**src/rtl/dmem_bus_arbiter_if.sv**
```systemverilog
// Bus bundle between the CPU MEM stage, a DMA requester and the single-ported
// data memory. The arbiter takes the slave side; masters and memory use master.
interface dmem_bus_arbiter_if;
  logic        cpu_req;
  logic        cpu_we;
  logic [31:0] cpu_addr;
  logic [31:0] cpu_wdata;
  logic [31:0] cpu_rdata;
  logic        cpu_stall;

  logic        dma_req;
  logic        dma_we;
  logic [31:0] dma_addr;
  logic [31:0] dma_wdata;
  logic [31:0] dma_rdata;
  logic        dma_ack;
  logic        dma_err;

  logic [31:0] mem_addr;
  logic [31:0] mem_wdata;
  logic        mem_read;
  logic        mem_write;
  logic [31:0] mem_rdata;

  modport slave (
    input  cpu_req, cpu_we, cpu_addr, cpu_wdata,
    input  dma_req, dma_we, dma_addr, dma_wdata,
    input  mem_rdata,
    output cpu_rdata, cpu_stall,
    output dma_rdata, dma_ack, dma_err,
    output mem_addr, mem_wdata, mem_read, mem_write
  );

  modport master (
    output cpu_req, cpu_we, cpu_addr, cpu_wdata,
    output dma_req, dma_we, dma_addr, dma_wdata,
    output mem_rdata,
    input  cpu_rdata, cpu_stall,
    input  dma_rdata, dma_ack, dma_err,
    input  mem_addr, mem_wdata, mem_read, mem_write
  );
endinterface

```
**src/rtl/dmem_bus_arbiter.sv**
```systemverilog
// Two-master arbiter (CPU parked owner, DMA requester) for the single-ported
// data memory, with DMA starvation guard and bounded DMA bursts.
module dmem_bus_arbiter #(
  parameter int unsigned STARVE_LIMIT = 4,
  parameter int unsigned MAX_BURST    = 8,
  parameter logic [31:0] PERIPH_BASE  = 32'h4000_0000
) (
  input  logic               clk,
  input  logic               reset,
  dmem_bus_arbiter_if.slave  bus,
  output logic               owner
);
  localparam int WAIT_W  = $clog2(STARVE_LIMIT) + 1;
  localparam int BURST_W = $clog2(MAX_BURST) + 1;
  localparam logic [WAIT_W-1:0]  WAIT_LAST  = WAIT_W'(STARVE_LIMIT - 1);
  localparam logic [BURST_W-1:0] BURST_LAST = BURST_W'(MAX_BURST - 1);

  typedef enum logic {
    S_CPU = 1'b0,
    S_DMA = 1'b1
  } state_t;

  state_t               state_reg, state_next;
  logic [WAIT_W-1:0]    wait_cnt_reg, wait_cnt_next;
  logic [BURST_W-1:0]   burst_cnt_reg, burst_cnt_next;
  logic                 dma_illegal;

  assign dma_illegal = (bus.dma_addr >= PERIPH_BASE);
  assign owner       = (state_reg == S_DMA);

  always_ff @(posedge clk or negedge reset) begin
    if (!reset) begin
      state_reg     <= S_CPU;
      wait_cnt_reg  <= '0;
      burst_cnt_reg <= '0;
    end else begin
      state_reg     <= state_next;
      wait_cnt_reg  <= wait_cnt_next;
      burst_cnt_reg <= burst_cnt_next;
    end
  end

  always_comb begin
    state_next     = state_reg;
    wait_cnt_next  = wait_cnt_reg;
    burst_cnt_next = burst_cnt_reg;
    bus.cpu_rdata  = '0;
    bus.cpu_stall  = 1'b0;
    bus.dma_rdata  = '0;
    bus.dma_ack    = 1'b0;
    bus.dma_err    = 1'b0;
    bus.mem_addr   = '0;
    bus.mem_wdata  = '0;
    bus.mem_read   = 1'b0;
    bus.mem_write  = 1'b0;

    // Outputs stay quiet for as long as reset is held, not just until a clock edge.
    if (reset) begin
      case (state_reg)
        S_CPU: begin
          bus.mem_addr   = bus.cpu_addr;
          bus.mem_wdata  = bus.cpu_wdata;
          bus.mem_read   = bus.cpu_req & ~bus.cpu_we;
          bus.mem_write  = bus.cpu_req &  bus.cpu_we;
          bus.cpu_rdata  = bus.mem_rdata;
          burst_cnt_next = '0;
          if (!bus.dma_req) begin
            wait_cnt_next = '0;
          end else if (!bus.cpu_req || wait_cnt_reg == WAIT_LAST) begin
            state_next    = S_DMA;
            wait_cnt_next = '0;
          end else begin
            wait_cnt_next = wait_cnt_reg + WAIT_W'(1);
          end
        end

        S_DMA: begin
          bus.mem_addr  = bus.dma_addr;
          bus.mem_wdata = bus.dma_wdata;
          bus.cpu_stall = bus.cpu_req;
          bus.dma_ack   = bus.dma_req;
          wait_cnt_next = '0;
          // Peripheral-window beats are acked with an error but never reach memory.
          if (dma_illegal) begin
            bus.dma_err = bus.dma_req;
          end else begin
            bus.mem_read  = bus.dma_req & ~bus.dma_we;
            bus.mem_write = bus.dma_req &  bus.dma_we;
            bus.dma_rdata = bus.dma_req ? bus.mem_rdata : '0;
          end
          if (!bus.dma_req) begin
            state_next     = S_CPU;
            burst_cnt_next = '0;
          end else if (bus.cpu_req) begin
            if (burst_cnt_reg == BURST_LAST) begin
              state_next     = S_CPU;
              burst_cnt_next = '0;
            end else begin
              burst_cnt_next = burst_cnt_reg + BURST_W'(1);
            end
          end
        end

        default: state_next = S_CPU;
      endcase
    end
  end
endmodule
```
**src/flat_wrapper.sv**
```systemverilog
// flat-port wrapper written by rule: the top's interface ports become plain ports
module dmem_bus_arbiter_flat 
#(
  parameter int unsigned STARVE_LIMIT = 4,
  parameter int unsigned MAX_BURST    = 8,
  parameter logic [31:0] PERIPH_BASE  = 32'h4000_0000
)
  (clk, reset, owner, bus_cpu_req, bus_cpu_we, bus_cpu_addr, bus_cpu_wdata, bus_dma_req, bus_dma_we, bus_dma_addr, bus_dma_wdata, bus_mem_rdata, bus_cpu_rdata, bus_cpu_stall, bus_dma_rdata, bus_dma_ack, bus_dma_err, bus_mem_addr, bus_mem_wdata, bus_mem_read, bus_mem_write);
  dmem_bus_arbiter_if bus_i ();
  input  logic clk;
  input  logic reset;
  output logic owner;
  input wire logic [$bits(bus_i.cpu_req)-1:0] bus_cpu_req;
  input wire logic [$bits(bus_i.cpu_we)-1:0] bus_cpu_we;
  input wire logic [$bits(bus_i.cpu_addr)-1:0] bus_cpu_addr;
  input wire logic [$bits(bus_i.cpu_wdata)-1:0] bus_cpu_wdata;
  input wire logic [$bits(bus_i.dma_req)-1:0] bus_dma_req;
  input wire logic [$bits(bus_i.dma_we)-1:0] bus_dma_we;
  input wire logic [$bits(bus_i.dma_addr)-1:0] bus_dma_addr;
  input wire logic [$bits(bus_i.dma_wdata)-1:0] bus_dma_wdata;
  input wire logic [$bits(bus_i.mem_rdata)-1:0] bus_mem_rdata;
  output wire logic [$bits(bus_i.cpu_rdata)-1:0] bus_cpu_rdata;
  output wire logic [$bits(bus_i.cpu_stall)-1:0] bus_cpu_stall;
  output wire logic [$bits(bus_i.dma_rdata)-1:0] bus_dma_rdata;
  output wire logic [$bits(bus_i.dma_ack)-1:0] bus_dma_ack;
  output wire logic [$bits(bus_i.dma_err)-1:0] bus_dma_err;
  output wire logic [$bits(bus_i.mem_addr)-1:0] bus_mem_addr;
  output wire logic [$bits(bus_i.mem_wdata)-1:0] bus_mem_wdata;
  output wire logic [$bits(bus_i.mem_read)-1:0] bus_mem_read;
  output wire logic [$bits(bus_i.mem_write)-1:0] bus_mem_write;
  assign bus_i.cpu_req = bus_cpu_req;
  assign bus_i.cpu_we = bus_cpu_we;
  assign bus_i.cpu_addr = bus_cpu_addr;
  assign bus_i.cpu_wdata = bus_cpu_wdata;
  assign bus_i.dma_req = bus_dma_req;
  assign bus_i.dma_we = bus_dma_we;
  assign bus_i.dma_addr = bus_dma_addr;
  assign bus_i.dma_wdata = bus_dma_wdata;
  assign bus_i.mem_rdata = bus_mem_rdata;
  assign bus_cpu_rdata = bus_i.cpu_rdata;
  assign bus_cpu_stall = bus_i.cpu_stall;
  assign bus_dma_rdata = bus_i.dma_rdata;
  assign bus_dma_ack = bus_i.dma_ack;
  assign bus_dma_err = bus_i.dma_err;
  assign bus_mem_addr = bus_i.mem_addr;
  assign bus_mem_wdata = bus_i.mem_wdata;
  assign bus_mem_read = bus_i.mem_read;
  assign bus_mem_write = bus_i.mem_write;
  dmem_bus_arbiter #(.STARVE_LIMIT(STARVE_LIMIT), .MAX_BURST(MAX_BURST), .PERIPH_BASE(PERIPH_BASE)) u_core (.clk(clk), .reset(reset), .bus(bus_i), .owner(owner));
endmodule
```
**config.mk**
```make
export PLATFORM = sky130hd
export DESIGN_NAME = dmem_bus_arbiter_flat
export DESIGN_NICKNAME = d
export VERILOG_FILES = /design/src/rtl/dmem_bus_arbiter_if.sv /design/src/rtl/dmem_bus_arbiter.sv /design/src/flat_wrapper.sv
export SDC_FILE = /design/constraint.sdc
export NUM_CORES = 1
export LEC_CHECK = 0
export BUFFER_PORTS_ARGS = -buffer_cell sky130_fd_sc_hd__buf_4
export CAP_MARGIN = 15
export CORE_AREA = 5 5 113 115
export DETAILED_ROUTE_END_ITERATION = 7
export DIE_AREA = 0 0 118 120
export PLACE_DENSITY_LB_ADDON = 0.2
export SKIP_CTS_REPAIR_TIMING = 1
export SLEW_MARGIN = 20
export SYNTH_ARGS = -nofsm -noshare
export SYNTH_HDL_FRONTEND = slang
export SYNTH_SLANG_ARGS = --single-unit
```
**constraint.sdc**
```tcl
create_clock -name clk -period 1.5 [get_ports clk]
set_input_delay 0.225 -clock clk [delete_from_list [all_inputs] [get_ports clk]]
set_output_delay 0.225 -clock clk [all_outputs]
set_load 0.005 [all_outputs]
```
### Word level (Yosys, flattened, before mapping)

Cells that the tools add are included.

| operators by class | value |
|---|---|
| add/sub/neg operators | 2 |
| $lt $le $gt $ge | 1 |
| eq/ne operators | 3 |
| mux-type cells | 36 |
| bitwise logic cells | 7 |
| reductions and logical operators | 3 |

Operator list:

| operator | number |
|---|---|
| 32-bit 2-to-1 mux | 8 |
| 32-bit case mux with 2 select lines | 2 |
| 32-bit by 31-bit >= comparator with 1-bit output, second input constant | 1 |
| 1-bit 2-to-1 mux | 16 |
| 4-bit 2-to-1 mux | 3 |
| 4-bit case mux with 2 select lines | 1 |
| 3-bit 2-to-1 mux | 2 |
| 1-bit case mux with 2 select lines | 3 |
| 3-bit case mux with 2 select lines | 1 |
| 4-bit by 1-bit adder with 4-bit output, second input constant | 1 |
| 1-bit AND | 4 |
| 4-bit by 3-bit equality test with 1-bit output, second input constant | 1 |
| 3-bit by 1-bit adder with 3-bit output, second input constant | 1 |
| 3-bit by 2-bit equality test with 1-bit output, second input constant | 1 |
| 3-bit inequality test, second input constant | 1 |
| 1-bit inverter | 3 |
| 2-bit AND reduction | 1 |
| 1-bit logical NOT | 1 |
| 1-bit logical OR | 1 |

| word-level totals | value |
|---|---|
| register bits after elaboration | 8 |
| input bits | 166 |
| output and inout port bits | 134 |
| logic and storage cells | 55 |

### Depth between registers and ports, before layout

| logic depth | value |
|---|---|
| depth in word-level cells | 5 |
| mapped depth | 6 |
| gate-level depth less buffers | 5 |

### Least setup slack after synthesis

Ideal clock, no wire load.

| path | value |
|---|---|
| path kind | register -> output |
| start | register u_core.state_reg, in the netlist u_core.owner |
| end | output port bus_mem_write |
| arrival time | 1.077 ns |
| required time | 1.275 ns |
| setup slack | 0.198 ns |
| cell stages (with the launch flop) | 6 |
| path buffers | 2 |
| cell sequence | dfrtp_1 > buf_4 > nor2b_4 > clkbuf_1 > nand3_1 > o21ai_0 |

| between the ends | value |
|---|---|
| cells in the longest elaborated chain, start to end | 3 |

Ends and longest elaborated chain:

| element | line | text |
|---|---|---|
| start, declared | dmem_bus_arbiter.sv:23 | `state_t state_reg, state_next;` |
| start signal, assigned | dmem_bus_arbiter.sv:37 | `state_reg <= state_next;` |
| 1-bit inverter | dmem_bus_arbiter.sv:59 | `case (state_reg)` |
| 1-bit case mux with 2 select lines (*) | dmem_bus_arbiter.sv:59 |  |
| 1-bit 2-to-1 mux (*) | dmem_bus_arbiter.sv:58 | `if (reset) begin` |
| end, declared | flat_wrapper.sv:30 | `output wire logic [$bits(bus_i.mem_write)-1:0] bus_mem_write;` |

Every way passes the cells marked *; elsewhere a longest branch is shown, timed or not.

### Worst setup path in the final report

| path | value |
|---|---|
| start | register u_core.state_reg, in the netlist u_core.owner |
| end | output port bus_mem_wdata[26] |

| between the ends | value |
|---|---|
| cells in the longest elaborated chain, start to end | 3 |

Ends and longest elaborated chain:

| element | line | text |
|---|---|---|
| 1-bit inverter | dmem_bus_arbiter.sv:59 |  |
| 32-bit case mux with 2 select lines (*) | dmem_bus_arbiter.sv:59 |  |
| 32-bit 2-to-1 mux (*) | dmem_bus_arbiter.sv:58 |  |
| end, declared | flat_wrapper.sv:28 | `output wire logic [$bits(bus_i.mem_wdata)-1:0] bus_mem_wdata;` |

Marked as above.

==> results by group <==
Status
  – Outcome: complete, but fails checks
  – Failing checks: negative setup slack

STA
  – Rel. slew slack: between 70% and 80%
  – Highest clock rate: 0.576 GHz
  – Setup violations, final: roughly 130
  – Minimum clock period: about 1.7 ns
  – Max-slew violations: 0
  – Slew of the pin with the lowest slew margin: approximately 0.39 ns
  – Clock skew: between 0.003 and 0.004 ns
  – Final period util: 116%
  – Fin. Hold Viols: 0
  – Worst Setup Slack, final: -0.236 ns
  – RSZ-0062 raised after global routing: yes

Worst setup path
  – Worst Path Max Fanout: 19
  – Startpoint types: register
  – CP delay by family, top: flip-flops
  – Critical path type: reg -> out
  – Worst r2r src: u_core.owner
  – Critical path origin: u_core.owner
  – Critical Path RT: 1.27 ns
  – CP Cell Sequence: buf_16, mux2i_2, nor2b_1, buf_4
  – Data arrival, critical path: approximately 1.5 ns
  – FF-to-FF setup slack: roughly 0.04 ns
  – R2R cell count: 4
  – Slowest stage cell on the critical path: dfrtp_4
  – CP max stage delay: 0.55 ns
  – R2R Path End: u_core.wait_cnt_reg[0]
  – Critical Path End Type: output pin
  – Number of buffers and inverters on the critical path: 2

Route
  – WL final: about 11000 um
  – Drt pass-1 iters: 3
  – Via/cell ratio: between 4 and 5
  – Drc violations: 0
  – Vias: around 3000
  – Initial DRC Count: 53
  – Wire length per cell: roughly 16 um
  – Antenna-violating nets left: 0

Final layout
  – Area delta synth->final: 127%
  – Final Instance Area: about 4700 um2
  – Max FFs per register: 4
  – Share of layout cells above drive strength 1: just under 60%
  – Antenna cells: 0
  – Final-stage net count: roughly 730
  – Util after Layout: between 40% and 50%

Die
  – Core ar.: ~12000 um2
  – Rows: 40
  – Die width: 118 um
  – Die Span Y: approximately 120 um
  – Initial Util: 17.8%
  – Ports: 300
  – Die ar.: 14200 um2

Placed design
  – Dpl ws: -0.00618 ns
  – HPWL Detailed: approximately 9400 um
  – Placed Area: around 4500 um2
  – Final GP Congestion: between 0.8 and 0.9
  – Port bufs: between 200 and 300

Synthesis
  – FF+latch count, synth: 8
  – Post-synthesis cell count: 270
  – Register area share after synthesis: 9.61%
  – Syn avg cell area: around 7.7 um2
  – FFs w/ async S/R, synth: 100%
  – Synth top cells by count: 66 x mux2i_1, 65 x nor2b_1, 33 x and2_1, 33 x and3_1, 12 x clkbuf_1
  – Top_reg_cell synth: dfrtp_1
  – Synthesized cell area: 2080 um2
  – Most common cell in the synthesized netlist: mux2i_1
  – Top cell type's share of synthesized area: a little under a third
  – Cell taking the most area after synthesis: mux2i_1
  – Post-synthesis net count: 439
  – Synth top area cells: mux2i_1 32%, nor2b_1 20%, and2_1 9.9%
  – Synth cell types: 31
  – EDFF count, synth: 0
  – Synth Warn #: 0

Power
  – P_leak: 0.00266 uW
  – Pwr dens: roughly 440 nW/um2
  – Peak supply drop: 0.294 mV

Clock tree
  – Sink Count: 8
  – H-tree levels: 1
  – Clock Latency Late Sink: about 0.23 ns
  – Root Driver: clkbuf_16
  – Clock buffer depth: 2
  – Reg clk slew, reported paths: roughly 0.040 ns
  – Total CTS buffers: 3
  – CTS tree: yes

Job
  – Max Cap Viol: 0

Global route
  – Number of global-route vias before repair: about 3100
  – All-Layer GR Usage: between 10% and 20%
  – Initial antenna violation count: 0
  – Largest net degree at the start of global routing: 50
  – Total grt overflow: 0
  – First-pass GRT wire length: about 17000 um

Min path
  – Worst hold path type: in -> async
## stage by stage
stage               TNS [ns]  hold WS [ns]  power, uW  std cells
finish                -21.15        0.0633       2100        711
global route          -31.08        0.0999       2250        711
CTS                   -16.59        -0.211       2040        704
detailed placement  -0.00618        0.0358       1570        700
global placement           0        0.0357       1550        700
floorplan                  0       -0.0706        798        270
## worst max path at each step
stage                              endpoint  slack, ns  cells past startpoint
final                     bus_mem_wdata[26]      -0.24                      4
after global routing      bus_mem_wdata[26]      -0.29                      4
after CTS                 bus_mem_wdata[26]      -0.25                      4
after detailed placement  bus_mem_wdata[26]     -0.006                      4
after global placement    bus_mem_wdata[26]     0.0007                      4
after floorplan               bus_mem_write       0.20                      5
## worst register-to-register path, delay by kind of cell, from the launching register on
family | cells | cell delay (ns)
mux | 1 | 0.19
simple gates | 2 | 0.43
buf+inv | 1 | 0.19
flops | 1 | 0.58
## metal layers
metal / GRT usage [%] / wire, um / vias up
met5: 0 / 0 / -
met4: 1.94 / 74 / 0
met3: 5.33 / 1150 / 4
met2: 28.1 / 6310 / 173
met1: 14.1 / 3950 / 1357
li1: - / - / 1502
## final cells by class
type	count	area, um2
clock buffers	4	78.8
fillers	1212	6990
inverters	6	25.0
multi-input cells	230	1740
flip-flops and latches	8	204
well taps	147	184
repair buffers	316	2490
## cells by family (layout without fill, tap and decap cells)
kind of cell	count (synthesis)	after routing	share of synthesized area (%)
AND/OR/NAND/NOR	148	148	44.7
multiplexers	66	66	31.7
buffers and inverters	32	326	8.29
AO/OA/AOI/OAI	13	13	3.84
flip-flops	8	8	9.61
adder cells (fa/ha/maj)	3	3	1.80
## report_power, final
part	leakage, uW	switching [uW]	internal, uW
clock	0.0000382	104	354
combinational	0.00252	522	868
sequential	0.000108	25.1	228
## layout by cell type, fill, tap and decap left out, drive strengths merged
master,count
nor3b,1
buf,312
a22o,2
a21oi,2
nand4b,1
and3,33
nor2,3
a21o,1
nor2b,66
inv,6
mux2i,66
nor4b,1
clkbuf,7
and2,33
nand2,5
dlygate4sd3,1
nand4,1
o21ai,4
nand2b,1
dfrtp,8
nand3,2
nand3b,1
ha,3
o22ai,4
Note: power is estimated with default switching activity, not from simulation.
